==> src/rtl/inst_fetch_pkg.sv <==
// Shared constants for the instruction fetch stage: default widths, reset PC,
// FSM encodings and the sequential PC step.
package inst_fetch_pkg;
  localparam int          ADDR_W_DEF   = 32;
  localparam int          INSTR_W_DEF  = 32;
  localparam logic [31:0] RESET_PC_DEF = 32'h0000_0000;

  localparam logic [0:0]  FETCH_IDLE   = 1'b0;
  localparam logic [0:0]  FETCH_RUN    = 1'b1;

  localparam int          PC_INC       = 4;
endpackage

==> src/rtl/inst_fetch_fifo.sv <==
// Synchronous FIFO holding {pc, instr} pairs between fetch and decode.
// Flush wins over push; a full FIFO still accepts a push when it pops too.
module fetch_fifo #(
  parameter int WIDTH = 64,
  parameter int DEPTH = 4,
  localparam int AW   = $clog2(DEPTH)
) (
  input  logic             clk,
  input  logic             reset,
  input  logic             push,
  input  logic             pop,
  input  logic             flush,
  input  logic [WIDTH-1:0] wdata,
  output logic [WIDTH-1:0] rdata,
  output logic             full,
  output logic             empty,
  output logic [AW:0]      count
);
  logic [WIDTH-1:0] mem [DEPTH];
  logic [AW-1:0]    wptr, rptr;
  logic             do_push, do_pop;

  assign empty   = (count == '0);
  assign full    = (count == (AW+1)'(DEPTH));
  assign do_pop  = pop && !empty;
  assign do_push = push && (!full || do_pop);
  assign rdata   = mem[rptr];

  always_ff @(posedge clk) begin
    if (reset || flush) begin
      wptr  <= '0;
      rptr  <= '0;
      count <= '0;
    end else begin
      if (do_push) wptr <= wptr + AW'(1);
      if (do_pop)  rptr <= rptr + AW'(1);
      count <= count + (AW+1)'(do_push) - (AW+1)'(do_pop);
    end
  end

  // Storage is not reset; pointers alone define validity.
  always_ff @(posedge clk) begin
    if (do_push) mem[wptr] <= wdata;
  end
endmodule

==> src/rtl/inst_fetch.sv <==
// Instruction fetch: owns the PC, issues credit-limited in-order word fetches
// and queues PC-tagged instructions for decode; redirects flush via a drop counter.
module inst_fetch
  import inst_fetch_pkg::*;
#(
  parameter int                ADDR_W   = ADDR_W_DEF,
  parameter int                INSTR_W  = INSTR_W_DEF,
  parameter int                DEPTH    = 4,
  parameter logic [ADDR_W-1:0] RESET_PC = ADDR_W'(RESET_PC_DEF)
) (
  input  logic               clk,
  input  logic               reset,
  output logic               imem_req_valid,
  output logic [ADDR_W-1:0]  imem_req_addr,
  input  logic               imem_req_ready,
  input  logic               imem_resp_valid,
  input  logic [INSTR_W-1:0] imem_resp_data,
  input  logic               redirect_valid,
  input  logic [ADDR_W-1:0]  redirect_pc,
  output logic               dec_valid,
  output logic [INSTR_W-1:0] dec_instr,
  output logic [ADDR_W-1:0]  dec_pc,
  input  logic               dec_ready
);
  localparam int CW = $clog2(DEPTH) + 1;
  // Drop can accumulate over several redirects while stale responses are still out.
  localparam int DW = CW + 4;

  logic [0:0]        state;
  logic [ADDR_W-1:0] pc, resp_pc, redir_pc;
  logic [CW-1:0]     inflight, count;
  logic [DW-1:0]     drop;
  logic              req_fire, resp_acc, resp_drop, push, pop, full, empty;

  assign redir_pc       = redirect_pc & ~ADDR_W'(3);
  assign imem_req_valid = (state == FETCH_RUN) && !redirect_valid &&
                          (int'(inflight) + int'(count) < DEPTH);
  assign imem_req_addr  = pc;
  assign req_fire       = imem_req_valid && imem_req_ready;

  // A response with nothing outstanding predates the last reset and is ignored.
  assign resp_acc  = imem_resp_valid && ((drop != '0) || (inflight != '0));
  assign resp_drop = resp_acc && (drop != '0);
  assign push      = resp_acc && (drop == '0) && !redirect_valid;
  assign pop       = dec_valid && dec_ready;
  assign dec_valid = !empty;

  fetch_fifo #(.WIDTH(ADDR_W + INSTR_W), .DEPTH(DEPTH)) u_fifo (
    .clk   (clk),
    .reset (reset),
    .push  (push),
    .pop   (pop),
    .flush (redirect_valid),
    .wdata ({resp_pc, imem_resp_data}),
    .rdata ({dec_pc, dec_instr}),
    .full  (full),
    .empty (empty),
    .count (count)
  );

  always_ff @(posedge clk) begin
    if (reset) begin
      state    <= FETCH_IDLE;
      pc       <= RESET_PC;
      resp_pc  <= RESET_PC;
      inflight <= '0;
      drop     <= '0;
    end else begin
      state <= FETCH_RUN;
      if (redirect_valid) begin
        pc       <= redir_pc;
        resp_pc  <= redir_pc;
        inflight <= '0;
        drop     <= drop + DW'(inflight) + DW'(req_fire) - DW'(resp_acc);
      end else begin
        if (req_fire) pc      <= pc + ADDR_W'(PC_INC);
        if (push)     resp_pc <= resp_pc + ADDR_W'(PC_INC);
        inflight <= inflight + CW'(req_fire) - CW'(push);
        if (resp_drop) drop <= drop - DW'(1);
      end
    end
  end

  always_ff @(posedge clk) begin
    if (!reset) assert (!(push && full && !pop));
  end
endmodule

==> config.mk <==
export PLATFORM = sky130hd
export DESIGN_NAME = inst_fetch
export DESIGN_NICKNAME = d
export VERILOG_FILES = /design/src/rtl/inst_fetch_pkg.sv /design/src/rtl/inst_fetch_fifo.sv /design/src/rtl/inst_fetch.sv
export SDC_FILE = /design/constraint.sdc
export NUM_CORES = 1
export LEC_CHECK = 0
export ABC_AREA = 1
export CAP_MARGIN = 10
export CORE_MARGIN = 2
export CORE_UTILIZATION = 46
export DETAILED_ROUTE_END_ITERATION = 10
export PLACE_DENSITY = 0.67
export SLEW_MARGIN = 10
export SYNTH_ARGS = -nofsm -noshare
export SYNTH_HDL_FRONTEND = slang
export SYNTH_SLANG_ARGS = --single-unit
==> constraint.sdc <==
create_clock -name clk -period 15.1 [get_ports clk]
set_input_delay 3.775 -clock clk [delete_from_list [all_inputs] [get_ports clk]]
set_output_delay 3.775 -clock clk [all_outputs]
set_load 0.02 [all_outputs]
==> Word-level counts from Yosys, hierarchy flattened <==
Memory sizes are Yosys's and may differ from the RTL's. A register that Yosys moved wholly into a read port is not among the register bits.
Index checks and enable logic that the tools add are counted.
Widths: inputs -> output; s select.
{ "op_classes": {"div": 0, "n_reduce_logical": 24, "eq_ne": 1, "n_shift": 0, "addsub": 13, "order_cmp": 1, "multipliers": 0, "mux": 11, "bitwise_logic": 0} }
{ "ops": {"columns": ["operator", "count"], "rows": [
  ["$mux 32", 4],
  ["$add 32x3->32 const B", 2],
  ["$mux 7", 2],
  ["$logic_and 1x1->1", 10],
  ["$add 7x1->7", 1],
  ["$add 7x3->7", 1],
  ["$logic_not 7->1", 1],
  ["$reduce_bool 7->1", 1],
  ["$sub 7x1->7", 1],
  ["$sub 7x1->7 const B", 1],
  ["$add 3x1->3", 2],
  ["$reduce_bool 2->1", 3],
  ["$sub 3x1->3", 2],
  ["$add 2x1->2 const B", 2],
  ["$add 3x3->4", 1],
  ["$lt 4x3->1 const B", 1],
  ["$mux 2", 2],
  ["$eq 3x3->1 const B", 1],
  ["$logic_not 1->1", 3],
  ["$logic_not 3->1", 1],
  ["$logic_or 1x1->1", 3],
  ["$mux 1", 3],
  ["$reduce_bool 3->1", 1],
  ["$reduce_or 2->1", 1]
]} }
{ "word_totals": {"out_inout_bits": 98, "ramBits": 256, "mem_count": 1, "wordCells": 61, "reg_bits": 82, "latch_bits": 0, "rom_bits": 0, "inputBits": 70} }
{ "memory_table": {"columns": ["name", "depth", "width", "read_ports", "rd_clocked_by_memory_dff", "write_ports", "line_no", "text"], "rows": [
  ["u_fifo.mem", 4, 64, 1, 1, 1, "inst_fetch_fifo.sv:19", "logic [WIDTH-1:0] mem [DEPTH];"]
]} }

==> Depth between registers and ports, before layout <==
{ "logic_depth": {"ltp_word": 8, "ltp_mapped": 18, "mapped_depth_nobuf": 18} }

==> Hierarchy <==
From an unflattened synthesis, not the netlist that was laid out.
{ "hier_totals": {"hier_cells": 1546, "hier_area_um2": 15202.1} }
{ "by_module_without_submodules": {"columns": ["mod", "seq_area_each_um2", "cells_each", "area_each_um2", "n_inst"], "rows": [
  ["fetch_fifo", 7867.5, 689, 9992.1, 1],
  ["inst_fetch", 1421.4, 857, 5210.0, 1]
]} }

==> Worst setup path before layout <==
OpenSTA, ideal clock, no wires.
{ "synth_path": {"path_kind": "input -> output", "start": "input redirect_valid", "end": "output imem_req_valid", "required_ps": 11325, "setup_slack_ps": 7218, "cell_stages": 3, "arrival_ps": 4107, "path_buffers": 0, "path_cell_list": "inv_2 nand3_4 nor2_4"} }
{ "synth_via": {"elab_chain_cells": 3} }
{ "synth_rtl": {"columns": ["element", "line_no", "text"], "rows": [
  ["from (decl)", "inst_fetch.sv:18", "input logic redirect_valid,"],
  ["$logic_not 1->1", "inst_fetch.sv:36", "assign imem_req_valid = (state == FETCH_RUN) && !redirect_valid &&"],
  ["$logic_and 1x1->1 (2 in series)", "inst_fetch.sv:36", null],
  ["to (decl)", "inst_fetch.sv:13", "output logic imem_req_valid,"]
]} }
Every way passes these cells.

==> Worst setup path after layout <==
Ends and elaborated chain as after synthesis.

==> metrics.yaml <==
cp_num_buf_inv: 3
syn_area_per_cell_um2: 9.49
io_buffer_count: 161
clk_path_buf_depth: 3
drv_cap: 0
dp_hpwl_mm: 21.9
slowest_delay_ns: 0.71
synth_most_common_cell: "nand2_1"
synth_area_um2: 15000
clk_pin_slew_ns: 0.06
worst_slew_pin_slew_ns: 1.05
die_w_um: 184
synthToLayoutAreaGrowth_pct: 20.8
placed_cell_area_um2: 16900
relSlewSlack_pct: 29.5
fin_hold_ws_ns: 0.462
placementRows: 66
dp_cells: 2122
ys_types: 40
grt_max_degree: 89
end_kind: "output port"
final_max_slew_viol_count: 0
critPathLaunchType: "input pin"
drive_above_1_share_pct: 5.33
cts_tree: "built"
ant_nets: 0
grt_pass1_vias: 10700
layout_min_cycle_time_ns: 9.72
hold_buffers: 0
grt_pass1_wl_mm: 56.0
finish.net_count: 1816
fin_ws_ns: 5.38
final_cells: 2187
path_cells: "buf_2, inv_2, nand3_4, nor2_4, clkdlybuf4s50_1"
ys_seq_area_share_pct: 60.5
clk_latency_ns: 0.52
crit_required_ns: 11.32
drt_iter0_drc: 842
antenna_found_initial: 0
routedWlPerCell_um: 16.2
final_core_util_pct: 56.0
die_y_um: 184
hp-class: "flop to flop"
cts_max_level: 2
fin_setup_tns_ns: 0
critPathMaxFanout: 49
max_freq_mhz: 103
syn_inst: 1575
worst_clock_skew_ns: 0.0139
dpl_worst_slack_ns: 5.36
ir_drop_v: 0.0000680
path_class: "input pin to output port"
wl_mm: 35.5
p_leak_nw: 6.54
setup_viol: 0
status: "finished, final reports clean"
slowest_stage: "buf_2"
vias_per_cell: 5.20
synth_edf_count: 248
overflow: 0
cts_buffers: 36
async_flop_share_pct: 0
antennaDiodeCount: 0
hold_viol_final: 0
synth.top_cell.area_share_pct: 49.8
rsz0062_at_grt: "false"
cts.repair.resized: 0
yosys-top-cells-count: "nand2_1 (300), edfxtp_1 (248), nor2_1 (246)"
power_density_nw_per_um2: 114
synth_top_cell_by_area: "edfxtp_1"
ys.flop_type: "edfxtp_1"
vias: 11400
stdcell_area_um2: 18100
coreArea_um2: 32300
ys_ff_latch: 328
yosys_warnings: 0
drcViolationCount: 0
critPathTopFamily: "buffers and inverters"
initial_utilization_pct: 46.3
crit_arrival_ns: 5.95
power_mw: 2.06
root_buffer: "clkbuf_16"
reg2reg_slack_ns: 11.71
synth_area_leaders: "edfxtp_1 (50%), dfxtp_1 (11%), nand2_1 (7.5%), nor2_1 (6.2%), o21ai_0 (5.4%)"
grt_usage_pct: 21.0
clock_sinks: 328
cts_setup_buffers: 0
drt_first_pass_iters: 7
dieArea_um2: 34000
ios: 168
fin_crit_sh_pct: 64.4
gp_congestion: 0.885
[cell families (layout without fill, tap and decap cells)]
group / Yosys count / after routing / synth area share [%]
AND/OR/NAND/NOR: 686 / 686 / 19.3
adder cells (fa/ha/maj): 28 / 28 / 2.54
flip-flops: 328 / 328 / 60.5
AO/OA/AOI/OAI: 297 / 297 / 10.7
other: 1 / 4 / 0.0251
buffers and inverters: 216 / 383 / 5.85
XOR/XNOR: 19 / 19 / 1.11
[worst register-to-register path: cells and delay by family (launching register included)]
kind                       cells  cell delay, ns
adders and majority gates      1            0.25
buffers and inverters          2            0.83
and+or+nand+nor                5            1.21
DFF                            1            0.32
AOI/OAI and AO/OA              1            0.34
[final timing paths]
check                      start                end  depth (start not counted)
setup / recovery  redirect_valid     imem_req_valid                          5
hold / removal    u_fifo.rptr[1]               flop                          2
setup reg to reg         drop[0]  u_fifo.mem[0][60]                          9
hold reg to reg   u_fifo.rptr[1]               flop                          2
[final cells by class]
type	count	area, µm²
Multi-Input combinational cell	1034	5070
Sequential cell	328	9050
Fill cell	2805	14200
Clock buffer	46	960
Timing Repair Buffer	171	1680
Clock inverter	19	198
Tap cell	442	553
Inverter	147	553
[power breakdown]
part / internal, mW / total, mW / switching, mW
Clock: 0.519 / 0.863 / 0.345
Combinational: 0.0776 / 0.187 / 0.110
Sequential: 0.985 / 1.01 / 0.0242
[registers in the layout, indices dropped and copies added (netlist names), named ones only]
| signal | cells |
|---|---|
| u_fifo.count | 3 |
| state | 1 |
| drop | 7 |
| imem_req_addr | 30 |
| resp_pc | 30 |
| u_fifo.rptr | 2 |
| u_fifo.mem | 248 |
| u_fifo.wptr | 2 |
| inflight | 3 |
[cells in the final DEF (no fill, tap or decap), types with 6 or more instances in the layout]
master,Yosys,final
a21oi_1,53,53
a31oi_1,8,8
buf_4,6,10
clkbuf_1,39,9
clkbuf_16,0,37
clkdlybuf4s50_1,0,160
clkinv_1,0,9
dfxtp_1,80,78
edfxtp_1,248,248
ha_1,24,24
inv_1,143,142
nand2_1,300,300
nand3_1,93,93
nand3b_1,6,6
nand4_1,13,13
nor2_1,246,242
nor2_2,7,7
nor2_4,7,11
o21ai_0,162,162
o21bai_1,6,6
o22ai_1,62,62
xor2_1,15,15
[routing by layer]
layer / global-route usage, % / wire length, µm
met5: 0 / 0
met4: 5.41 / 684
met3: 3.64 / 2440
met2: 33.9 / 16000
met1: 29.4 / 16400
(Power assumes the default switching activity.)
